### src/rtl/sc_stream_ctr.sv
// Stochastic-to-binary back end: applies an SC operator to generator bitstreams,
// counts ones and stream length, and hands the result over a valid/ready handshake.
module sc_stream_ctr #(
    parameter int unsigned NUM_INPUTS = 2,
    parameter int unsigned CNT_WIDTH  = 16
) (
    input  logic                  clk,
    input  logic                  rst,
    input  logic                  start,
    input  logic                  abort,
    input  logic [1:0]            op,
    input  logic [CNT_WIDTH-1:0]  len_limit,
    input  logic [NUM_INPUTS-1:0] Xs,
    input  logic                  done,
    output logic                  gen_rst_n,
    output logic                  busy,
    output logic [CNT_WIDTH-1:0]  result,
    output logic [CNT_WIDTH-1:0]  length,
    output logic                  term,
    output logic                  sat,
    output logic                  result_valid,
    input  logic                  result_ready
);

    typedef enum logic [1:0] {StIdle, StRun, StHold} state_t;

    state_t               r_state, w_state_nxt;
    logic [CNT_WIDTH-1:0] r_result, w_result_nxt;
    logic [CNT_WIDTH-1:0] r_length, w_length_nxt;
    logic [CNT_WIDTH-1:0] r_limit, w_limit_nxt;
    logic [1:0]           r_op, w_op_nxt;
    logic                 r_term, w_term_nxt;
    logic                 r_sat, w_sat_nxt;
    logic                 r_gen_rst_n, w_gen_rst_n_nxt;
    logic                 w_bit;
    logic [CNT_WIDTH:0]   w_len_inc;

    always_comb begin
        case (r_op)
            2'd0:    w_bit = &Xs;
            2'd1:    w_bit = |Xs;
            2'd2:    w_bit = Xs[0] ^ Xs[1];
            default: w_bit = Xs[0];
        endcase
    end

    // One bit wider so the limit compare cannot alias when length sits at its maximum.
    assign w_len_inc = {1'b0, r_length} + (CNT_WIDTH + 1)'(1);

    always_comb begin
        w_state_nxt  = r_state;
        w_result_nxt = r_result;
        w_length_nxt = r_length;
        w_limit_nxt  = r_limit;
        w_op_nxt     = r_op;
        w_term_nxt   = r_term;
        w_sat_nxt    = r_sat;
        unique case (r_state)
            StIdle: begin
                if (start) begin
                    w_state_nxt  = StRun;
                    w_result_nxt = '0;
                    w_length_nxt = '0;
                    w_term_nxt   = 1'b0;
                    w_sat_nxt    = 1'b0;
                    w_op_nxt     = op;
                    w_limit_nxt  = len_limit;
                end
            end
            StRun: begin
                if (abort) begin
                    w_state_nxt = StIdle;
                end else if (done) begin
                    w_state_nxt = StHold;
                    w_term_nxt  = 1'b0;
                end else begin
                    if (&r_length) begin
                        w_sat_nxt = 1'b1;
                    end else begin
                        w_length_nxt = w_len_inc[CNT_WIDTH-1:0];
                    end
                    if (w_bit) begin
                        if (&r_result) begin
                            w_sat_nxt = 1'b1;
                        end else begin
                            w_result_nxt = r_result + CNT_WIDTH'(1);
                        end
                    end
                    if ((r_limit != '0) && (w_len_inc == {1'b0, r_limit})) begin
                        w_state_nxt = StHold;
                        w_term_nxt  = 1'b1;
                    end
                end
            end
            StHold: begin
                if (result_ready) begin
                    w_state_nxt = StIdle;
                end
            end
            default: w_state_nxt = StIdle;
        endcase
        // Generator is released only for cycles spent in RUN.
        w_gen_rst_n_nxt = (w_state_nxt == StRun);
    end

    always_ff @(posedge clk or posedge rst) begin
        if (rst) begin
            r_state     <= StIdle;
            r_result    <= '0;
            r_length    <= '0;
            r_limit     <= '0;
            r_op        <= 2'd0;
            r_term      <= 1'b0;
            r_sat       <= 1'b0;
            r_gen_rst_n <= 1'b0;
        end else begin
            r_state     <= w_state_nxt;
            r_result    <= w_result_nxt;
            r_length    <= w_length_nxt;
            r_limit     <= w_limit_nxt;
            r_op        <= w_op_nxt;
            r_term      <= w_term_nxt;
            r_sat       <= w_sat_nxt;
            r_gen_rst_n <= w_gen_rst_n_nxt;
        end
    end

    assign gen_rst_n    = r_gen_rst_n;
    assign busy         = (r_state == StRun);
    assign result_valid = (r_state == StHold);
    assign result       = r_result;
    assign length       = r_length;
    assign term         = r_term;
    assign sat          = r_sat;

endmodule

### config.mk
export PLATFORM = sky130hd
export DESIGN_NAME = sc_stream_ctr
export DESIGN_NICKNAME = d
export VERILOG_FILES = /design/src/rtl/sc_stream_ctr.sv
export SDC_FILE = /design/constraint.sdc
export NUM_CORES = 1
export LEC_CHECK = 0
export CORE_ASPECT_RATIO = 1.5
export CORE_MARGIN = 4
export CORE_UTILIZATION = 48
export DETAILED_ROUTE_END_ITERATION = 7
export PLACE_DENSITY_LB_ADDON = 0.05
export SLEW_MARGIN = 30
export SYNTH_ARGS = -nofsm -noshare
export SYNTH_HDL_FRONTEND = slang
export SYNTH_SLANG_ARGS = --single-unit
### constraint.sdc
create_clock -name clk -period 2.64 [get_ports clk]
set_clock_uncertainty 0.15 [all_clocks]
set_input_delay 0.264 -clock clk [delete_from_list [all_inputs] [get_ports clk]]
set_output_delay 0.264 -clock clk [all_outputs]
set_load 0.05 [all_outputs]
## After elaboration in Yosys (flattened, before gate mapping)

Cells that the tools add are included.

| word-level totals | value |
|---|---|
| input port bits | 26 |
| output and inout bits | 37 |
| register bits | 55 |

| cells by class | value |
|---|---|
| reduce and logical (&&, ||, !) cells | 14 |
| add/sub/neg operators | 2 |
| eq/ne operators | 13 |
| bitwise gates (word level) | 1 |
| multiplexer cells | 28 |

Operators with widths:

| kind | number |
|---|---|
| 16-bit 2-to-1 mux | 8 |
| 16-bit case mux with 2 select lines | 2 |
| 16-bit AND reduction | 2 |
| 16-bit by 1-bit adder with 17-bit output, second input constant | 1 |
| 17-bit by 16-bit == test with 1-bit output | 1 |
| 16-bit by 1-bit adder with 16-bit output, second input constant | 1 |
| 16-bit nonzero test | 1 |
| 2-bit 2-to-1 mux | 5 |
| 2-bit inequality test, second input constant | 5 |
| 1-bit 2-to-1 mux | 9 |
| 4-bit AND reduction | 2 |
| 2-bit by 1-bit == test with 1-bit output, second input constant | 3 |
| 2-bit case mux with 3 select lines | 1 |
| 6-bit AND reduction | 1 |
| 5-bit AND reduction | 1 |
| 2-bit == test, second input constant | 2 |
| 2-bit logical NOT | 2 |
| 1-bit case mux with 2 select lines | 2 |
| 2-bit AND reduction | 2 |
| 3-bit by 2-bit inequality test with 1-bit output, second input constant | 1 |
| 1-bit case mux with 3 select lines | 1 |
| 2-bit by 1-bit inequality test with 1-bit output, second input constant | 1 |
| 2-bit nonzero test | 1 |
| 2-bit OR reduction | 1 |
| other kinds (2) | 2 |

## Logic depth before layout (Yosys ltp)

| depth | value |
|---|---|
| word-level depth | 8 |
| gate-level depth with buffers | 9 |

## Worst setup path after synthesis

OpenSTA, ideal clock, no wires.

| timing | value |
|---|---|
| path kind | register -> register |
| start | register r_length[0] (netlist: length[0]) |
| end | register r_length[6] (netlist: length[6]) |
| path buffers | 2 |
| setup time | 0.110 ns |
| data arrival time | 2.230 ns |
| cell stages (with the launch flop) | 10 |
| setup slack | 0.150 ns |
| clock period less this slack | 2.490 ns |
| required time | 2.380 ns |
| path through | dfrtp_1 > ha_1 > and3_1 > nand2_1 > or4_1 > buf_2 > o21ai_2 > buf_4 > o21ai_1 > o41ai_1 |

| on the way | value |
|---|---|
| word-level cells in the longest chain between the ends | 5 |
| elaborated cells on any way between the ends | 8 |
| classes of those cells | 1 x add/sub; 1 x eq/ne; 4 x mux; 2 x reduce/logical |

Ends and longest elaborated chain:

| what | RTL line | RTL |
|---|---|---|
| from (decl) | 29 | `logic [CNT_WIDTH-1:0] r_length, w_length_nxt;` |
| from (signal assigned) | 119 | `r_length <= w_length_nxt;` |
| 16-bit by 1-bit adder with 17-bit output | 48 | `assign w_len_inc = {1'b0, r_length} + (CNT_WIDTH + 1)'(1);` |
| 16-bit 2-to-1 mux | 77 | `if (&r_length) begin` |
| 16-bit 2-to-1 mux | 73 | `end else if (done) begin` |
| 16-bit 2-to-1 mux | 71 | `if (abort) begin` |
| 16-bit case mux with 2 select lines | 58 | `unique case (r_state)` |

Parallel ways exist; a longest one is shown, timed or not. The select of a mux whose other input is x is not followed.
A chain may end at the register's enable or synchronous reset.

## Final worst setup path

| timing | value |
|---|---|
| start | register r_length[0] (netlist: length[0]) |
| end | register r_term (netlist: term) |

| on the way | value |
|---|---|
| word-level cells in the longest chain between the ends | 5 |

Ends and longest elaborated chain:

| what | RTL line | RTL |
|---|---|---|
| 16-bit by 1-bit adder with 17-bit output | 48 |  |
| 17-bit by 16-bit == test with 1-bit output | 89 | `if ((r_limit != '0) && (w_len_inc == {1'b0, r_limit})) begin` |
| 1-bit logical AND | 89 |  |
| 3-bit by 2-bit inequality test with 1-bit output (no source line) | n/a |  |
| 4-bit AND reduction (no source line) | n/a |  |
| to (signal assigned) | 122 | `r_term <= w_term_nxt;` |
| to (decl) | 32 | `logic r_term, w_term_nxt;` |

No other way between the ends.

==> flow_metrics.py <==
metrics = {
    "run_status": {
        "outcome": "finished clean",
    },
    "critical_path": {
        "cp.arrival_ns": 2.51,
        "crit_path_end_kind": "register",
        "path_buf_inv": 0,
        "cp_max_fo": 10,
        "cp-start-kind": "register",
        "critPathTopFamily": "simple AND/OR/NAND/NOR gates",
        "path_class": "register to register",
        "crit_chain": "ha_1 -> nand3_4 -> a211oi_1 -> o2111ai_1 -> nor4_1 -> and4b_4 -> mux2i_1",
        "worstPathRequired_ns": 2.71,
        "slowest_stage": "dfrtp_1",
        "max_stage_delay_ns": 0.49,
    },
    "layout": {
        "fin_nets": 482,
        "layout-drive-gt1-share": 0.09513,
        "fin_cells": 528,
        "final_util": 0.6385,
        "area_growth_pct": 27.56,
        "antennaDiodeCount": 0,
        "fillers": 616,
        "design_area_mm2": 0.004199,
    },
    "timing": {
        "fin_crit_sh": 0.9235,
        "rsz0062_at_grt": "no",
        "max_slew_margin": 0.5511,
        "maxSlewViolCount": 0,
        "hold_slack_ns": 0.1558,
        "min_period_ns": 2.438,
        "setup-tns-final_ns": 0,
        "fmax_mhz": 410.2,
        "report.final.hold_viol_count": 0,
        "finalSetupViolCount": 0,
        "worstMarginPinSlew_ns": 0.6719,
        "worst_slack_ns": 0.2020,
    },
    "routing": {
        "vias": 3054,
        "drc": 0,
        "drtIter0Drc": 136,
        "drt-total-wl_um": 8710,
        "ant_nets": 0,
        "drtPass1Iterations": 5,
        "viasPerCell": 5.784,
        "wire_per_inst_um": 16.50,
    },
    "floorplanning": {
        "die_width_um": 75.62,
        "fp.dieH_um": 109.4,
        "ios": 63,
        "core-area_mm2": 0.006576,
        "row_count": 36,
        "start_util": 0.5006,
        "die_area_mm2": 0.008274,
    },
    "logic_synthesis": {
        "synthFlopType": "dfrtp_1",
        "synth.distinct_cells": 57,
        "yosys_register_bits": 55,
        "syn-num-nets": 412,
        "yosys_warnings": 0,
        "synth_area_mm2": 0.003292,
        "avgSynthCellArea_um2": 8.618,
        "synth-seq-area-share": 0.4181,
        "syn_inst": 382,
        "synth_edf_count": 0,
        "synthArstFlopShare": 1.000,
    },
    "clock_network": {
        "clk_pin_slew_ns": 0.10,
        "cts_buffer_depth": 2,
        "cts_tree": "built",
        "cts_root_buf": "clkbuf_8",
        "cts_buffers": 5,
        "post_cts_buffers": 0,
        "clock-sinks": 55,
        "holdBufCountCts": 0,
        "htreeDepth": 2,
        "insertion_delay_ns": 0.31,
    },
    "pwr": {
        "power.density_mw_per_mm2": 515.5,
        "ir_worst_vdd_v": 0.0003444,
        "total_power_mw": 2.165,
        "p_leak_nw": 1.759,
    },
    "placement": {
        "place_congestion": 0.8921,
        "place_hpwl_um": 6597,
        "portBuffers": 62,
        "placed_cell_area_mm2": 0.004098,
        "dp_cells": 521,
        "post-place-ws_ns": 0.06480,
    },
    "global_route": {
        "grt_pass1_wl_um": 14140,
        "grt_pass1_vias": 3048,
        "antenna_found_initial": 0,
        "grt_max_degree": 33,
        "track_usage": 0.2244,
        "grt_overflow": 0,
    },
    "min_path": {
        "hp-class": "input port to async pin",
    },
    "run": {
        "drv_cap": 0,
    },
}
[final timing paths]
path	slack (ns)	startpoint	end	cells after the start
setup / recovery	0.20	length[0]	term	7
hold / removal	0.16	rst	result[15]	2
setup reg to reg	0.20	length[0]	term	7
hold reg to reg	0.37	sat	sat	2
max in group asynchronous	1.62	rst	r_state[0]	3
min in group clk	0.32	len_limit[2]	r_limit[2]	3
[sequential cells by signal, summed over array words and instances, names as in the netlist]
signal	count
r_op	2
term	1
r_state	2
result	16
gen_rst_n	1
sat	1
length	16
r_limit	16
[Yosys cell counts, types with 5 or more instances]
cell type,instances,area share
dfrtp_1,55,0.42
nand2_1,79,0.090
a21oi_1,12,0.018
nor2_1,32,0.036
o31ai_1,8,0.018
xnor2_1,27,0.072
buf_2,8,0.012
nor3_1,6,0.0091
clkbuf_1,10,0.011
o21ai_1,10,0.015
a211oi_1,6,0.014
and3_1,5,0.0095
nor4_1,7,0.013
nand4_1,5,0.0095
xor2_1,7,0.019
nand3_1,14,0.021
o21ai_0,12,0.018
inv_1,18,0.021
[cell type report]
class	instances	area, µm²	share of cell area
clock buffers	6	82.58	0.01967
clock inverters	1	5.005	0.001192
inverters	18	67.56	0.01609
multi-input cells	290	1779	0.4237
flip-flops and latches	55	1376	0.3278
well taps	76	95.09	0.02265
repair buffers	82	793.3	0.1889
[timing repair]
item	4_1_cts	5_1_grt
gates resized for setup	0	2
endpoints found under the hold margin	0	0
endpoints found under the setup margin	0	1
[cells in the final DEF, fill, tap and decap left out, types with 3 or more instances in the layout]
cell and instances:
dfrtp_1 55, xnor2_1 27, and3_1 5, nand2_1 79, a211oi_1 6, o31ai_1 8
ha_1 4, buf_4 19, a21oi_1 12, clkdlybuf4s50_1 61, and2_1 3, o41ai_1 3
xor2_1 7, nor3_1 6, nor2_1 32, o21ai_0 12, nand4_1 5, inv_1 17
nor4_1 7, a31oi_1 4, nor2b_1 3, or3_1 4, clkbuf_8 6, nand3_1 14
o21ai_1 10
[power by group]
group          switching (mW)  internal [mW]
registers               0.118          0.934
logic                   0.365          0.271
clock network           0.271          0.207
total                   0.754           1.41
[logic make-up after synthesis]
kind of cell | Yosys count | synth area share
flip-flops | 55 | 0.4181
AO/OA/AOI/OAI | 72 | 0.1452
XOR/XNOR | 34 | 0.09046
adder cells (fa/ha/maj) | 4 | 0.01520
multiplexers | 2 | 0.009882
AND/OR/NAND/NOR | 178 | 0.2748
buffers and inverters | 37 | 0.04637
[metal layers]
layer	track usage	vias to the layer above	wire length, µm
met1	0.2667	1465	3441
li1	-	1473	-
met3	0.03202	26	409
met5	0	-	0
met2	0.3832	90	4505
met4	0.1163	0	354
[worst reg2reg max path, stage by stage, from the launching register on]
cell,delay [ns]
dfrtp_1,0.49
ha_1,0.29
nand3_4,0.19
a211oi_1,0.26
o2111ai_1,0.15
nor4_1,0.27
and4b_4,0.33
mux2i_1,0.23
(Power assumes the default switching activity.)
==> RTL edit, RTL diff (same flow settings) <==
Encoding of `state_t`: now one-hot (3 bits for 3 states).
--- a/src/rtl/sc_stream_ctr.sv
+++ b/src/rtl/sc_stream_ctr.sv
@@ -22,7 +22,7 @@
     input  logic                  result_ready
 );
 
-    typedef enum logic [1:0] {StIdle, StRun, StHold} state_t;
+    typedef enum logic [2:0] {StIdle = 3'b001, StRun = 3'b010, StHold = 3'b100} state_t;
 
     state_t               r_state, w_state_nxt;
     logic [CNT_WIDTH-1:0] r_result, w_result_nxt;
Behaviour: same outputs for any inputs over 4 cycles, from zero or initial values and one cycle with rst high; so few cycles prove little.
==> RTL edit against the original RTL <==
Design area increased by 2.7%; sequential share of layout area fell by 0.16 points; sequential cell count up 1; routed wire length grew 2.5%; power grew 14%; non-clock buffer count up 9; worst setup slack worse by 0.019 ns; synthesized area fell by 0.30%; count of clock-buffer cells in the layout down 1; die area shrank 0.27%; largest power group unchanged.
==> RTL edit: results (changes against the original RTL) <==
- Outcome: finished, final reports clean
- Mean Syn Cell Area: 9.54 um2 (+11%)
- Hold crit path type: in -> async
- Routability congestion estimate: 0.924 (+3.6%)
- Clock buffer depth: 2 (unchanged)
- Initial DRC count: 218 (+60%)
- Worst skew pair latency: 0.32 ns
- Ys Warns: 0 (unchanged)
- Synth cell types: 54 (-5.3%)
- CP peak stage delay: 0.50 ns
- Clk slew on worst S/H paths: 0.10 ns (about the same)
- Maximum vdd drop: 0.405 mV (+18%)
- Leak Pwr: 1.71 nW (-2.8%)
- Post-DP HPWL: 6590 um (-0.15%)
- DR WL/cell: 17.9 um (+8.5%)
- Mapped Nets: 374 (-9.2%)
- Global-route wire length before repair: 14,500 um (+2.8%)
- CP arrival: 2.52 ns (about the same)
- GRT Total Usage: 23.2% (+0.76 points)
- IO buf count: 62 (unchanged)
- Worst r2r src: length[3]$_DFFE_PP0P_
- H-tree depth: 2 (unchanged)
- Synth cell count leaders: 55 x dfrtp_1, 31 x nor2_1, 22 x o21ai_0
- Vias in the first global route: 2,981 (-2.2%)
- Crit Path Max Fanout: 8 (-2)
- Vias per std cell: 5.96 (+3.1%)
- Worst-margin pin slew: 0.510 ns (-0.162 ns)
- Flop2flop setup slack: 0.18 ns (-0.02 ns)
- Seq/Total Area, Yosys: 42.7% (+0.93 points)
- Post-Route Hold Slack: 0.156 ns (+0.000565 ns)
- Fin nets: 452 (-6.2%)
- Highest-delay cell along the critical path: dfrtp_1
- Reg-to-Reg End: r_state[1]$_DFF_PP0_
- First-pass DRT Iterations: 4 (-1)
- Placed inst area: 0.00419 mm2 (+2.3%)
- Register-to-Register Path Depth: 6 (-1)
- Largest cells by area after synthesis: dfrtp_1 42%, mux2_2 6.2%, xnor2_1 5.6%
- Largest net degree at the start of global routing: 57 (+73%)
- Diode count: 0 (unchanged)
- Share of layout cells above drive strength 1: 17.0% (+7.5 points)
## RTL edit: worst max path at each step
stage,endpoint,startpoint,slack [ns],cells after the start
5_1_grt,r_state[1]$_DFF_PP0_,length[1]$_DFFE_PP0P_,0.003,7
2_1_floorplan,gen_rst_n$_DFF_PP0_,length[0]$_DFFE_PP0P_,0.12,8
3_5_place_dp,result[5]$_DFFE_PP0P_,Xs[0],0.04,9
4_1_cts,r_state[1]$_DFF_PP0_,length[2]$_DFFE_PP0P_,0.08,6
6_report,r_state[1]$_DFF_PP0_,length[3]$_DFFE_PP0P_,0.18,6
3_3_place_gp,length[8]$_DFFE_PP0P_,abort,0.07,8
## RTL edit: critical path: cells and delay by family, from the launching register on
family	cells	cell delay, ns
flip-flops	1	0.50
AO/OA/AOI/OAI	2	0.40
AND/OR/NAND/NOR	4	1.29
## RTL edit: where the power goes
part | internal [mW] | switching (mW) | leakage (nW) | total, mW
clock network | 0.281 | 0.294 | 0.0541 | 0.575
registers | 0.994 | 0.175 | 0.730 | 1.17
logic | 0.377 | 0.348 | 0.925 | 0.725
total | 1.65 | 0.817 | 1.71 | 2.47
## RTL edit: layer usage
| layer | global-route usage (%) | up-vias | routed length, um |
|---|---|---|---|
| li1 | - | 1418 | - |
| met1 | 26.4 | 1441 | 3560 |
| met2 | 39.2 | 87 | 4640 |
| met3 | 5.81 | 29 | 391 |
| met4 | 11.8 | 0 | 341 |
| met5 | 0 | - | 0 |
## RTL edit: per-stage QoR
step | cells | utilization (%) | worst slack [ns]
floorplan | 344 | - | 0.117
global route | 499 | 65.6 | 0.00271
global placement | 491 | 63.8 | 0.0680
CTS | 499 | 65.4 | 0.0775
detailed placement | 491 | 63.8 | 0.0424
finish | 499 | 65.6 | 0.183
## RTL edit: layout make-up
| class | instances | area (um2) |
|---|---|---|
| Timing Repair Buffer | 91 | 898 |
| Tap cell | 76 | 95.1 |
| Inverter | 15 | 56.3 |
| Clock buffer | 5 | 68.8 |
| Clock inverter | 3 | 42.5 |
| Fill cell | 568 | 2260 |
| Sequential cell | 56 | 1410 |
| Multi-Input combinational cell | 253 | 1740 |
## RTL edit: cells by family after synthesis
logic type / after synthesis / share of synthesized area, %
compound gates: 69 / 14.6
mux: 20 / 7.17
simple gates: 128 / 21.0
xor+xnor: 32 / 8.54
buf+inv: 35 / 4.38
fa+ha+maj: 4 / 1.53
flops: 56 / 42.7
## RTL edit: timing repair
action | in CTS | in global routing
buffers inserted | 0 | 0
endpoints found under the setup margin | 0 | 4
gates resized for setup | 0 | 3
